--- src/rtl/pipe_hazard_ctrl_pkg.sv ---
// Shared definitions for the pipeline sequencing controller.
//   - opcode constants for the instructions the controller must recognise
//   - state_t: controller FSM states
//   - sb_entry_t: one scoreboard slot {valid, destination register}
//   - decode helpers: which sources an opcode reads, which register it writes
package pipe_hazard_ctrl_pkg;

    localparam logic [5:0] OP_LDW  = 6'h0C;
    localparam logic [5:0] OP_STW  = 6'h0D;
    localparam logic [5:0] OP_BZ   = 6'h0E;
    localparam logic [5:0] OP_BEQ  = 6'h0F;
    localparam logic [5:0] OP_JR   = 6'h10;
    localparam logic [5:0] OP_HALT = 6'h11;

    typedef enum logic [1:0] {
        ST_RUN,
        ST_BR_WAIT,
        ST_DRAIN,
        ST_HALTED
    } state_t;

    typedef struct packed {
        logic       valid;
        logic [4:0] addr;
    } sb_entry_t;

    // R-type ALU ops occupy the even opcodes 0x00..0x0A, I-type the odd 0x01..0x0B.
    function automatic logic is_rtype(input logic [5:0] op);
        return (op <= 6'h0B) && !op[0];
    endfunction

    function automatic logic is_itype(input logic [5:0] op);
        return (op <= 6'h0B) && op[0];
    endfunction

    function automatic logic is_branch(input logic [5:0] op);
        return (op == OP_BZ) || (op == OP_BEQ) || (op == OP_JR);
    endfunction

    function automatic logic uses_rs(input logic [5:0] op);
        return is_rtype(op) || is_itype(op) || (op == OP_LDW) || (op == OP_STW) ||
               (op == OP_BZ) || (op == OP_BEQ) || (op == OP_JR);
    endfunction

    function automatic logic uses_rt(input logic [5:0] op);
        return is_rtype(op) || (op == OP_STW) || (op == OP_BEQ);
    endfunction

    // r0 is hardwired, so a write to it never creates a dependency.
    function automatic sb_entry_t dest_of(input logic [5:0] op,
                                          input logic [4:0] rt,
                                          input logic [4:0] rd);
        sb_entry_t d;
        d = '0;
        if (is_rtype(op)) begin
            d.addr = rd;
        end else if (is_itype(op) || (op == OP_LDW)) begin
            d.addr = rt;
        end
        d.valid = (d.addr != 5'd0);
        return d;
    endfunction

endpackage

--- src/rtl/hazard_scoreboard.sv ---
// Destination scoreboard modelling EX/MEM/WB occupancy.
//   clk, reset      : core clock, synchronous active-low reset
//   issue           : an instruction leaves ID this cycle
//   dest_valid/addr : its destination register (ignored unless issue)
//   rs, rt          : source registers of the instruction in ID
//   use_rs, use_rt  : which of those sources the opcode actually reads
//   hit             : a used, nonzero source matches an in-flight destination
module hazard_scoreboard
    import pipe_hazard_ctrl_pkg::*;
#(
    parameter int unsigned SB_DEPTH = 3
) (
    input  logic       clk,
    input  logic       reset,
    input  logic       issue,
    input  logic       dest_valid,
    input  logic [4:0] dest_addr,
    input  logic [4:0] rs,
    input  logic [4:0] rt,
    input  logic       use_rs,
    input  logic       use_rt,
    output logic       hit
);

    localparam int unsigned IW = (SB_DEPTH > 1) ? $clog2(SB_DEPTH) : 1;

    sb_entry_t sb [SB_DEPTH];

    // Slot 0 is EX; every cycle the contents move one stage towards WB.
    always_ff @(posedge clk) begin
        if (!reset) begin
            for (int unsigned i = 0; i < SB_DEPTH; i++) begin
                sb[IW'(i)] <= '0;
            end
        end else begin
            if (issue && dest_valid) begin
                sb[0] <= '{valid: 1'b1, addr: dest_addr};
            end else begin
                sb[0] <= '0;
            end
            for (int unsigned i = 1; i < SB_DEPTH; i++) begin
                sb[IW'(i)] <= sb[IW'(i - 1)];
            end
        end
    end

    always_comb begin
        hit = 1'b0;
        for (int unsigned i = 0; i < SB_DEPTH; i++) begin
            if (sb[IW'(i)].valid) begin
                if (use_rs && (rs != 5'd0) && (sb[IW'(i)].addr == rs)) hit = 1'b1;
                if (use_rt && (rt != 5'd0) && (sb[IW'(i)].addr == rt)) hit = 1'b1;
            end
        end
    end

endmodule

--- src/rtl/pipe_hazard_ctrl.sv ---
// Pipeline sequencing controller beside the ID stage.
// Decides each cycle whether the IF/ID instruction issues, stalls on a RAW
// hazard, waits for branch resolution, or drains the pipe after HALT.
//   clk, reset          : core clock, synchronous active-low reset
//   id_inst_valid       : IF/ID holds a real instruction
//   id_opcode           : inst[31:26]
//   id_rs/rt/rd_addr    : inst[25:21] / [20:16] / [15:11]
//   ex_branch_taken     : branch in EX resolved taken (used in BR_WAIT only)
//   stall_if            : hold PC and IF/ID
//   bubble_id_ex        : load a NOP into ID/EX
//   flush_if_id         : invalidate IF/ID at the next edge
//   halted              : sticky, pipeline empty after HALT
//   stall_cnt/flush_cnt : saturating RAW-stall-cycle and taken-flush counts
module pipe_hazard_ctrl
    import pipe_hazard_ctrl_pkg::*;
#(
    parameter int unsigned SB_DEPTH = 3,
    parameter int unsigned CNT_W    = 16
) (
    input  logic             clk,
    input  logic             reset,
    input  logic             id_inst_valid,
    input  logic [5:0]       id_opcode,
    input  logic [4:0]       id_rs_addr,
    input  logic [4:0]       id_rt_addr,
    input  logic [4:0]       id_rd_addr,
    input  logic             ex_branch_taken,
    output logic             stall_if,
    output logic             bubble_id_ex,
    output logic             flush_if_id,
    output logic             halted,
    output logic [CNT_W-1:0] stall_cnt,
    output logic [CNT_W-1:0] flush_cnt
);

    localparam int unsigned DW = $clog2(SB_DEPTH + 1);

    state_t        state;
    logic [DW-1:0] drain_cnt;
    sb_entry_t     dest;
    logic          sb_hit;
    logic          hazard;
    logic          issue;

    always_comb begin
        dest = dest_of(id_opcode, id_rt_addr, id_rd_addr);
    end

    hazard_scoreboard #(
        .SB_DEPTH (SB_DEPTH)
    ) u_scoreboard (
        .clk        (clk),
        .reset      (reset),
        .issue      (issue),
        .dest_valid (dest.valid),
        .dest_addr  (dest.addr),
        .rs         (id_rs_addr),
        .rt         (id_rt_addr),
        .use_rs     (uses_rs(id_opcode)),
        .use_rt     (uses_rt(id_opcode)),
        .hit        (sb_hit)
    );

    assign hazard = id_inst_valid && sb_hit;
    assign issue  = reset && (state == ST_RUN) && id_inst_valid && !sb_hit;

    // Held low through reset so nothing stale reaches IF or ID/EX.
    always_comb begin
        stall_if     = 1'b0;
        bubble_id_ex = 1'b0;
        flush_if_id  = 1'b0;
        if (reset) begin
            unique case (state)
                ST_RUN: begin
                    if (!id_inst_valid) begin
                        bubble_id_ex = 1'b1;
                    end else if (hazard) begin
                        stall_if     = 1'b1;
                        bubble_id_ex = 1'b1;
                    end
                end
                ST_BR_WAIT: begin
                    stall_if     = 1'b1;
                    bubble_id_ex = 1'b1;
                    flush_if_id  = ex_branch_taken;
                end
                default: begin
                    stall_if     = 1'b1;
                    bubble_id_ex = 1'b1;
                end
            endcase
        end
    end

    always_ff @(posedge clk) begin
        if (!reset) begin
            state     <= ST_RUN;
            drain_cnt <= '0;
            halted    <= 1'b0;
            stall_cnt <= '0;
            flush_cnt <= '0;
        end else begin
            unique case (state)
                ST_RUN: begin
                    if (hazard && (stall_cnt != '1)) begin
                        stall_cnt <= stall_cnt + CNT_W'(1);
                    end
                    if (issue) begin
                        if (is_branch(id_opcode)) begin
                            state <= ST_BR_WAIT;
                        end else if (id_opcode == OP_HALT) begin
                            state     <= ST_DRAIN;
                            drain_cnt <= DW'(SB_DEPTH);
                        end
                    end
                end
                ST_BR_WAIT: begin
                    state <= ST_RUN;
                    if (ex_branch_taken && (flush_cnt != '1)) begin
                        flush_cnt <= flush_cnt + CNT_W'(1);
                    end
                end
                ST_DRAIN: begin
                    drain_cnt <= drain_cnt - DW'(1);
                    // Leaving on the last decrement gives exactly SB_DEPTH drain cycles.
                    if (drain_cnt <= DW'(1)) begin
                        state  <= ST_HALTED;
                        halted <= 1'b1;
                    end
                end
                default: begin
                    halted <= 1'b1;
                end
            endcase
        end
    end

endmodule

--- config.mk ---
export PLATFORM = sky130hd
export DESIGN_NAME = pipe_hazard_ctrl
export DESIGN_NICKNAME = d
export VERILOG_FILES = /design/src/rtl/pipe_hazard_ctrl_pkg.sv /design/src/rtl/hazard_scoreboard.sv /design/src/rtl/pipe_hazard_ctrl.sv
export SDC_FILE = /design/constraint.sdc
export NUM_CORES = 1
export LEC_CHECK = 0
export BUFFER_PORTS_ARGS = -buffer_cell sky130_fd_sc_hd__buf_2
export CORE_AREA = 2 2 76 78
export CTS_BUF_LIST = sky130_fd_sc_hd__clkbuf_8
export DETAILED_ROUTE_END_ITERATION = 12
export DIE_AREA = 0 0 78 80
export MAX_ROUTING_LAYER = met4
export PLACE_DENSITY = 0.83
export SETUP_SLACK_MARGIN = 0.3
export SLEW_MARGIN = 20
export SYNTH_ARGS = -nofsm -noshare
export SYNTH_HDL_FRONTEND = slang
export SYNTH_SLANG_ARGS = --single-unit
--- constraint.sdc ---
create_clock -name clk -period 4.95 [get_ports clk]
set_clock_uncertainty 0.2 [all_clocks]
set_input_delay 0.2475 -clock clk [delete_from_list [all_inputs] [get_ports clk]]
set_output_delay 0.2475 -clock clk [all_outputs]
set_load 0.005 [all_outputs]
Yosys cells after proc, flatten, opt, wreduce, memory -nomap -nowiden
Memory sizes are Yosys's and may differ from the RTL's.
Index checks and enable logic that the tools add are counted.
- memories: 1
- register bits after elaboration: 37
- input bits: 25
- bits in writable memories: 18
- memory list (name ; depth ; bits a word ; rd ports ; clocked after memory_dff ; wr ports ; line ; source):
    u_scoreboard.sb ; 3 ; 6 ; 3 ; 0 ; 3 ; hazard_scoreboard.sv:27 ; sb_entry_t sb [SB_DEPTH];
- bitwise gates (word level): 5
- order comparisons: 2
- add/sub/neg operators: 3
- reduce and logical (&&, ||, !) cells: 42
- eq/ne operators: 21
- mux-type cells: 43
- operator list (cell ; number):
    16-bit by 1-bit adder with 16-bit output, second input constant ; 2
    16-bit inequality test, second input constant ; 2
    5-bit equality test ; 6
    1-bit two-way mux ; 27
    6-bit by 4-bit equality test with 1-bit output, second input constant ; 4
    6-bit two-way mux ; 4
    1-bit logical AND ; 17
    5-bit nonzero test ; 3
    2-bit two-way mux ; 7
    6-bit by 5-bit equality test with 1-bit output, second input constant ; 2
    1-bit logical OR ; 11
    5-bit two-way mux ; 2
    4-bit AND reduction ; 2
    6-bit by 4-bit less-or-equal comparator with 1-bit output, second input constant ; 1
    2-bit case mux with 3 select lines ; 1
    2-bit AND reduction ; 3
    2-bit by 1-bit inequality test with 1-bit output, second input constant ; 2
    2-bit inequality test, second input constant ; 2
    1-bit bitwise OR ; 4
    2-bit case mux with 2 select lines ; 1
    3-bit by 1-bit inequality test with 1-bit output, second input constant ; 1
    3-bit nonzero test ; 1
    2-bit by 1-bit equality test with 1-bit output, second input constant ; 1
    2-bit equality test, second input constant ; 1
    8 further kinds ; 9

Depth between registers and ports, before layout
Gate-level depths: netlist (run 1).
- word-level depth: 27
- mapped depth: 10
- gate-level depth less buffers: 8

By module
From an unflattened synthesis (run 1), not the netlist that was laid out.
- cells, all modules: 348
- area, all modules: 3196.8 µm²
- by module, submodules not included (module ; cells an instance ; area an instance (µm²) ; times used):
    pipe_hazard_ctrl ; 260 ; 2147.1 ; 1
    hazard_scoreboard ; 88 ; 1049.8 ; 1

Worst setup path after synthesis (run 1)
Ideal clock, no wire load.
- path type: input-to-reg
- start point: input port id_opcode[1]
- end point: register stall_cnt[11]
- library setup time: 0.071 ns
- stages: 8
- required time: 4.679 ns
- slack: 2.369 ns
- arrival: 2.310 ns
- cell sequence: or4_1 > a221o_1 > nor4_1 > o21a_2 > nor3_2 > buf_6 > or4_1 > a21oi_1
- word-level cells in the longest chain between the ends: 22
- elaborated cells on any way between the ends: 36
- RTL lines (element ; line ; source):
    from (decl) ; pipe_hazard_ctrl.sv:23 ; input logic [5:0] id_opcode,
    6-bit by 4-bit less-or-equal comparator with 1-bit output ; pipe_hazard_ctrl_pkg.sv:29, pipe_hazard_ctrl_pkg.sv:33 ;
    1-bit logical AND (on tied branches) ; pipe_hazard_ctrl_pkg.sv:29, pipe_hazard_ctrl_pkg.sv:33 ;
    1-bit logical OR (4 in series) ; pipe_hazard_ctrl_pkg.sv:41 ; return is_rtype(op) || is_itype(op) || (op == OP_LDW) || (op == OP_STW) ||
    1-bit logical OR (2 in series) ; pipe_hazard_ctrl_pkg.sv:42 ; (op == OP_BZ) || (op == OP_BEQ) || (op == OP_JR);
    1-bit logical AND (2 in series) ; hazard_scoreboard.sv:51 ; if (use_rs && (rs != 5'd0) && (sb[IW'(i)].addr == rs)) hit = 1'b1;
    1-bit two-way mux ; hazard_scoreboard.sv:51 ;
    1-bit two-way mux ; hazard_scoreboard.sv:52 ; if (use_rt && (rt != 5'd0) && (sb[IW'(i)].addr == rt)) hit = 1'b1;
    1-bit two-way mux ; hazard_scoreboard.sv:50 ; if (sb[IW'(i)].valid) begin
    1-bit two-way mux ; hazard_scoreboard.sv:51 ;
    1-bit two-way mux ; hazard_scoreboard.sv:52 ;
    1-bit two-way mux ; hazard_scoreboard.sv:50 ;
    1-bit two-way mux ; hazard_scoreboard.sv:51 ;
    1-bit two-way mux ; hazard_scoreboard.sv:52 ;
    1-bit two-way mux * ; hazard_scoreboard.sv:50 ;
    1-bit logical AND * ; pipe_hazard_ctrl.sv:64 ; assign hazard = id_inst_valid && sb_hit;
    1-bit logical AND * ; pipe_hazard_ctrl.sv:105 ; if (hazard && (stall_cnt != '1)) begin
    2-bit AND reduction (no source line) * ; -- ;
    to (signal assigned) ; pipe_hazard_ctrl.sv:106 ; stall_cnt <= stall_cnt + CNT_W'(1);
    to (decl) ; pipe_hazard_ctrl.sv:32 ; output logic [CNT_W-1:0] stall_cnt,
Mark *: on every way between the ends. The rest lies on a longest branch, timed or not.
A chain may end at the register's enable or synchronous reset.

Worst setup path after layout (run 1)
- start point: input port id_opcode[1]
- end point: output port stall_if
- word-level cells in the longest chain between the ends: 24
- elaborated cells on any way between the ends: 38
- RTL lines (element ; line ; source):
    6-bit by 4-bit less-or-equal comparator with 1-bit output ; pipe_hazard_ctrl_pkg.sv:29, pipe_hazard_ctrl_pkg.sv:33 ;
    1-bit logical AND (on tied branches) ; pipe_hazard_ctrl_pkg.sv:29, pipe_hazard_ctrl_pkg.sv:33 ;
    1-bit logical OR (4 in series) ; pipe_hazard_ctrl_pkg.sv:41 ;
    1-bit logical OR (2 in series) ; pipe_hazard_ctrl_pkg.sv:42 ;
    1-bit logical AND (2 in series) ; hazard_scoreboard.sv:51 ;
    1-bit two-way mux ; hazard_scoreboard.sv:51 ;
    1-bit two-way mux ; hazard_scoreboard.sv:52 ;
    1-bit two-way mux ; hazard_scoreboard.sv:50 ;
    (+3 left out) ; -- ;
    1-bit two-way mux ; hazard_scoreboard.sv:51 ;
    1-bit two-way mux ; hazard_scoreboard.sv:52 ;
    1-bit two-way mux * ; hazard_scoreboard.sv:50 ;
    1-bit logical AND * ; pipe_hazard_ctrl.sv:64 ;
    1-bit two-way mux * ; pipe_hazard_ctrl.sv:77 ; end else if (hazard) begin
    1-bit two-way mux * ; pipe_hazard_ctrl.sv:75 ; if (!id_inst_valid) begin
    1-bit two-way mux * ; pipe_hazard_ctrl.sv:73 ; unique case (state)
    1-bit two-way mux * ; pipe_hazard_ctrl.sv:72 ; if (reset) begin
    to (decl) ; pipe_hazard_ctrl.sv:28 ; output logic stall_if,
Marked as above.

==> reports/results.txt, run 1 <==
post-route ant nets = 0
multiplexer area fraction after synthesis = 1.63%
Final Cycle Share = 61.8%
largest net degree at the start of global routing = 36
synth warn = 0
Clk Latency, worst-skew pair = 0.31 ns
outcome = complete, no violations
vias per cell = 5.78
Synth Area in Adders = 2.78%
Post-Route WL = 7230 um
clock share of power = 29.6%
Min-Delay Path Class = input port to flip-flop
Cells after Synth = 353
min Tclk post-route = 3.06 ns
XOR/XNOR Fraction of Synth Area = 12.0%
hpwl dp = 5340 um
grt ovf = 0
Rows = 27
Layout Nets = 453
GRT Total Usage = 24.4%
unrepaired setup endpoints after global routing = false
Seq cells post-synth = 55
main combinational cell family by area after synthesis = simple AND/OR/NAND/NOR gates
VDD IR-drop max = 0.146 mV
DP Cell Count = 486
Post-route DRC = 0
area of the multi-input gates = 1820 um^2
via count = 2853
Max Fclk = 327 MHz
setup bufs post-CTS = 0
number of port buffers = 60
# hold bufs at CTS = 0
share of the yosys chip area belonging to registers = 40.7%
CTS tree = yes
core box area = 5410 um^2
CP startpoint = id_opcode[1]
die area = 6240 um^2
Area growth syn-to-layout = 15.3%
Worst-Margin Slew = 0.980 ns
io pins = 61
Leakage = 1.45 nW
Comb power frac = 13.2%
number of global-route vias before repair = 2663
post-route cell area = 3630 um^2
Seq. cell area = 1280 um^2
synth top area cells = dfxtp_1 (24%), edfxtp_1 (17%), xnor2_1 (7.2%)
crit end category = output pin
Synth Area in Simple Gates = 26.1%
Finished Layout Cells = 494
placed cell area = 3530 um^2
pwr/cell area = 235 nW/um^2
setup_tns = 0 ns
CP arrival = 2.61 ns
Critical Path Start Type = input port
Die Span X = 78 um
Async S/R FF share, synth = 0%
Post-CTS Resized = 0
Worst Path Max Fanout = 9
final hold violation count = 0
first-pass detailed-route iteration total = 5
Psw = 229 uW
Post-Syn Area = 3150 um^2
H-tree level count = 2
proportion of layout cells with a drive suffix above 1 = 17.8%
internal power = 624 uW
largest area contributor in the synthesized netlist = dfxtp_1
initial antenna violation count = 0
Slew Limit Fails = 0
final core utilization = 67.1%
top-area cell type share of the netlist area = 23.5%
worst r2r src = stall_cnt[6]
CTS max path bufs = 2
Avg Cell Area, Syn = 8.91 um^2
worst endpoint required time = 4.50 ns
ys flop type = dfxtp_1
Post-synth EDFFs = 18
diodes inserted = 0
first-pass GRT wire length = 11900 um
final RePlAce weighted congestion = 0.896
Initial Util = 58.2%
Max Cap Viol = 0
worst hold start = id_rd_addr[0]
Power Total = 853 uW
switching part of the total power = 26.8%
clk slew on worst S/H paths = 0.10 ns
total CTS buffers = 5
Die Height = 80 um
Fill cells = 478
Detailed Route Iter0 Violations = 101
Relative slew margins = 34.3%
Synth Area in Compound Gates = 13.1%
Root Buffer = clkbuf_8
clock sink count = 55
critical path class = input port to output pin
Final setup violation count = 0
sequential power share = 57.2%
count of cell types in the netlist = 46
post-DR wirelength/cell = 14.6 um
[cells in the final DEF, fill, tap and decap left out, types with 4 or more instances in the layout]
cell,count
o21ai_0,7
nor2_1,31
o31ai_1,11
ha_1,7
dfxtp_1,37
conb_1,18
or4_1,13
a22oi_1,5
nor3_1,6
buf_2,60
nand2b_1,4
clkbuf_8,5
nand4_1,13
nor4_1,8
xor2_1,17
a21oi_1,22
and3_1,7
edfxtp_1,18
inv_1,10
nand2_1,20
xnor2_1,26
mux2i_1,4
and2_1,14
nand3_1,25
[state kept, by name, summed over array words and instances, names as in the netlist]
signal and cells:
u_scoreboard.sb 18, flush_cnt 16, stall_cnt 16, drain_cnt 2, state 2, halted 1
[logic make-up after synthesis]
group | after synthesis
and+or+nand+nor | 153
muxes | 5
adders and majority gates | 7
xor gates and xnor gates | 43
buffers and inverters | 27
AOI/OAI and AO/OA | 62
other | 1
DFF | 55
[worst max-delay path: stages]
cell	delay, ns
buf_2	0.12
or4_1	0.51
a221o_1	0.34
nor4_1	0.40
o21a_2	0.22
or3_1	0.31
nand2_1	0.09
a21oi_1	0.20
buf_2	0.18
[power groups by stage]
stage	Combinational (mW)	Sequential [mW]	Clock [mW]
after floorplan	0.0753	0.495	0
after global placement	0.108	0.498	0
after detailed placement	0.111	0.498	0
after CTS	0.111	0.488	0.261
after global routing	0.124	0.489	0.275
final	0.112	0.488	0.253
[path summary, 6_finish.rpt]
check,end,slack (ns),cells past startpoint
worst max-delay path,stall_if,1.89,9
worst min-delay path,u_scoreboard.sb[0][0],0.11,3
worst max register to register,stall_cnt[8],2.17,7
worst min register to register,halted,0.28,2
[synthesized netlist by cell type, drive strengths merged (2+ instances only)]
library cell,count
dfxtp,37
nor2,31
xnor2,26
nand3,25
a21oi,22
nand2,20
edfxtp,18
xor2,17
and2,14
nand4,13
or4,13
clkbuf,12
o31ai,11
inv,10
nor4,8
and3,7
ha,7
nor3,7
o21ai,7
a22oi,5
buf,4
mux2i,4
nand2b,4
and4,3
nor2b,3
o21a,3
a211oi,2
a21o,2
a311oi,2
a41oi,2
or3,2
[through the flow]
step                      setup WS [ns]  hold slack (ns)
after floorplan                    2.37            0.253
after global placement             1.81            0.248
after detailed placement           1.65            0.261
after CTS                          1.94           0.0969
after global routing               1.76            0.129
final                              1.89            0.110
[layout make-up]
class                   count  area share [%]
flip-flops and latches     55            35.3
repair buffers             60            8.28
clock buffers               5            1.90
multi-input cells         288            50.2
clock inverters             3           0.655
well taps                  72            2.48
inverters                  11            1.14
[routing by layer]
| layer | GRT usage, % | up-vias | part of all wire, % | wire (um) |
|---|---|---|---|---|
| li1 | - | 1404 | - | - |
| met1 | 30.8 | 1370 | 45 | 3250 |
| met2 | 40.9 | 74 | 49 | 3580 |
| met3 | 3.62 | 5 | 4.7 | 341 |
| met4 | 7.54 | 0 | 0.84 | 61 |
| met5 | - | - | 0 | 0 |
Power figures use the tool's default switching activity.
==> inputs of run 2 (changes only) <==
CORE_AREA = 2 2 81 83   (was 2 2 76 78)
DIE_AREA = 0 0 83 85   (was 0 0 78 80)
PLACE_DENSITY = 0.78   (was 0.83)
clock period = 2.65 ns   (was 4.95 ns; I/O delays follow)
==> run 2 against run 1 <==
Register-to-register slack got worse by 1.9 ns. Critical path depth increased by 1. First-iteration DRC count unchanged. Cell count is 8.7% higher. Via count rose by 7.8%. Global-route usage decreased by 2.2 points. Sequential share of layout area is 4.6 points lower. Setup slack lost 1.8 ns. Largest cell class unchanged.
==> reports/results.txt, run 2 (same netlist as run 1, synthesis figures left out) <==
via count = 3076
number of global-route vias before repair = 2857
clock share of power = 35.4%
clock sink count = 55
clk slew on worst S/H paths = 0.10 ns
proportion of layout cells with a drive suffix above 1 = 31.1%
critical path class = input port to output pin
post-route ant nets = 0
Worst Path Max Fanout = 4
total CTS buffers = 5
Comb power frac = 14.5%
Die Span X = 83 um
CTS tree = yes
die area = 7060 um^2
post-DR wirelength/cell = 15.5 um
Crit path top cell by count = buf_2
Clk Latency, worst-skew pair = 0.30 ns
CTS max path bufs = 2
first-pass GRT wire length = 12700 um
final hold violation count = 0
Max Cap Viol = 0
Hold Path Sink = u_scoreboard.sb[0][2]
Leakage = 1.69 nW
Layout Nets = 491
diodes inserted = 0
Critical Path Start Type = input port
worst r2r src = stall_cnt[7]
slowest stage delay, CP = 0.56 ns
crit end category = output pin
final RePlAce weighted congestion = 0.982
GRT Total Usage = 22.2%
Detailed Route Iter0 Violations = 101
worst reg2reg setup slack = 0.24 ns
R2R depth = 8
Post-route DRC = 0
H-tree level count = 2
most frequent cells in the layout = buf_2 (58), dfxtp_1 (34), nor2_1 (30)
core box area = 6200 um^2
vias per cell = 5.73
post-route cell area = 4180 um^2
largest registers = u_scoreboard.sb x18, flush_cnt x16, stall_cnt x16
commonest non-fill, non-tap cell in the layout = buf_2
io pins = 61
pwr/cell area = 435 nW/um^2
worst hold start = id_rd_addr[2]
Biggest register = u_scoreboard.sb
Root Buffer = clkbuf_8
first-pass detailed-route iteration total = 4
number of port buffers = 60
worst endpoint required time = 2.32 ns
switching part of the total power = 24.1%
Rows = 29
CP max stage cell = or4_4
worst path cell trace = buf_2, or4_4, o211ai_4, nor4_2, o21a_2, or3_4, buf_6, nor2_4, nor2_1, buf_2
Largest register FFs = 18
Initial Util = 50.7%
unrepaired setup endpoints after global routing = true
outcome = complete, no violations
Psw = 438 uW
sequential power share = 50.1%
placed cell area = 3690 um^2
largest net degree at the start of global routing = 28
Max Fclk = 393 MHz
CP arrival = 2.21 ns
Area growth syn-to-layout = 33.0%
grt ovf = 0
Finished Layout Cells = 537
Die Height = 85 um
R2R Path End = stall_cnt[12]
Final Cycle Share = 96.1%
DP Cell Count = 509
Slew Limit Fails = 0
hpwl dp = 5600 um
internal power = 1.38 mW
Min-Delay Path Class = input port to flip-flop
initial antenna violation count = 0
Hold Path Stages = 3
VDD IR-drop max = 0.274 mV
Post-Route WL = 8320 um
min Tclk post-route = 2.55 ns
Final setup violation count = 0
==> run 2: worst max-delay path by stage <==
stage | start | depth (start not counted) | endpoint
finish | id_rt_addr[2] | 10 | bubble_id_ex
CTS | id_opcode[1] | 9 | stall_if
floorplan | id_opcode[1] | 8 | stall_cnt[11]
global route | id_rt_addr[2] | 10 | bubble_id_ex
global placement | id_opcode[1] | 8 | stall_cnt[15]
detailed placement | id_opcode[1] | 8 | stall_cnt[15]
==> run 2: timing repair <==
item	CTS	global route
resized for setup	4	38
setup buffers	4	10
hold buffers	3	0
pin swaps	5	24
hold endpoints to repair	3	0
endpoints found under the setup margin	18	38
cloned	0	3
==> run 2: cell type report <==
class / instances / area (um^2)
clock inverter: 3 / 63.8
multi-input combinational: 291 / 2030
tap: 77 / 96.3
clock buffer: 5 / 68.8
sequential: 55 / 1280
inverter: 11 / 41.3
timing repair buffer: 95 / 598
fill: 497 / 2020
==> run 2: worst max-delay path, delay by kind of cell <==
family | cells | cell delay, ns
buffers and inverters | 3 | 0.36
AOI/OAI and AO/OA | 2 | 0.47
and+or+nand+nor | 5 | 1.26
==> run 2: layer usage <==
| layer | vias up | GRT usage [%] | wire length [um] |
|---|---|---|---|
| met3 | 9 | 3.79 | 550 |
| met4 | 0 | 5.66 | 102 |
| met5 | - | - | 0 |
| li1 | 1484 | - | - |
| met1 | 1466 | 27.4 | 3470 |
| met2 | 117 | 38.0 | 4200 |
==> run 2: stage by stage <==
| stage | TNS [ns] | power (mW) | setup slack (ns) | utilization [%] | hold WS (ns) |
|---|---|---|---|---|---|
| 5_1_grt | 0 | 1.89 | 0.0515 | 67.4 | 0.0235 |
| 4_1_cts | 0 | 1.81 | 0.167 | 63.0 | 0.00837 |
| 3_5_place_dp | -0.901 | 1.16 | -0.132 | 59.5 | 0.291 |
| 2_1_floorplan | 0 | 1.07 | 0.263 | - | 0.161 |
| 6_report | 0 | 1.82 | 0.104 | 67.4 | 0.00927 |
| 3_3_place_gp | -0.000689 | 1.16 | -0.000522 | 59.5 | 0.266 |
==> run 2: power groups by stage <==
| stage | Clock (mW) | Sequential, mW | Combinational, mW |
|---|---|---|---|
| final | 0.644 | 0.911 | 0.263 |
| after global routing | 0.685 | 0.915 | 0.289 |
| after CTS | 0.656 | 0.911 | 0.240 |
| after detailed placement | 0 | 0.931 | 0.233 |
| after global placement | 0 | 0.930 | 0.226 |
| after floorplan | 0 | 0.925 | 0.145 |
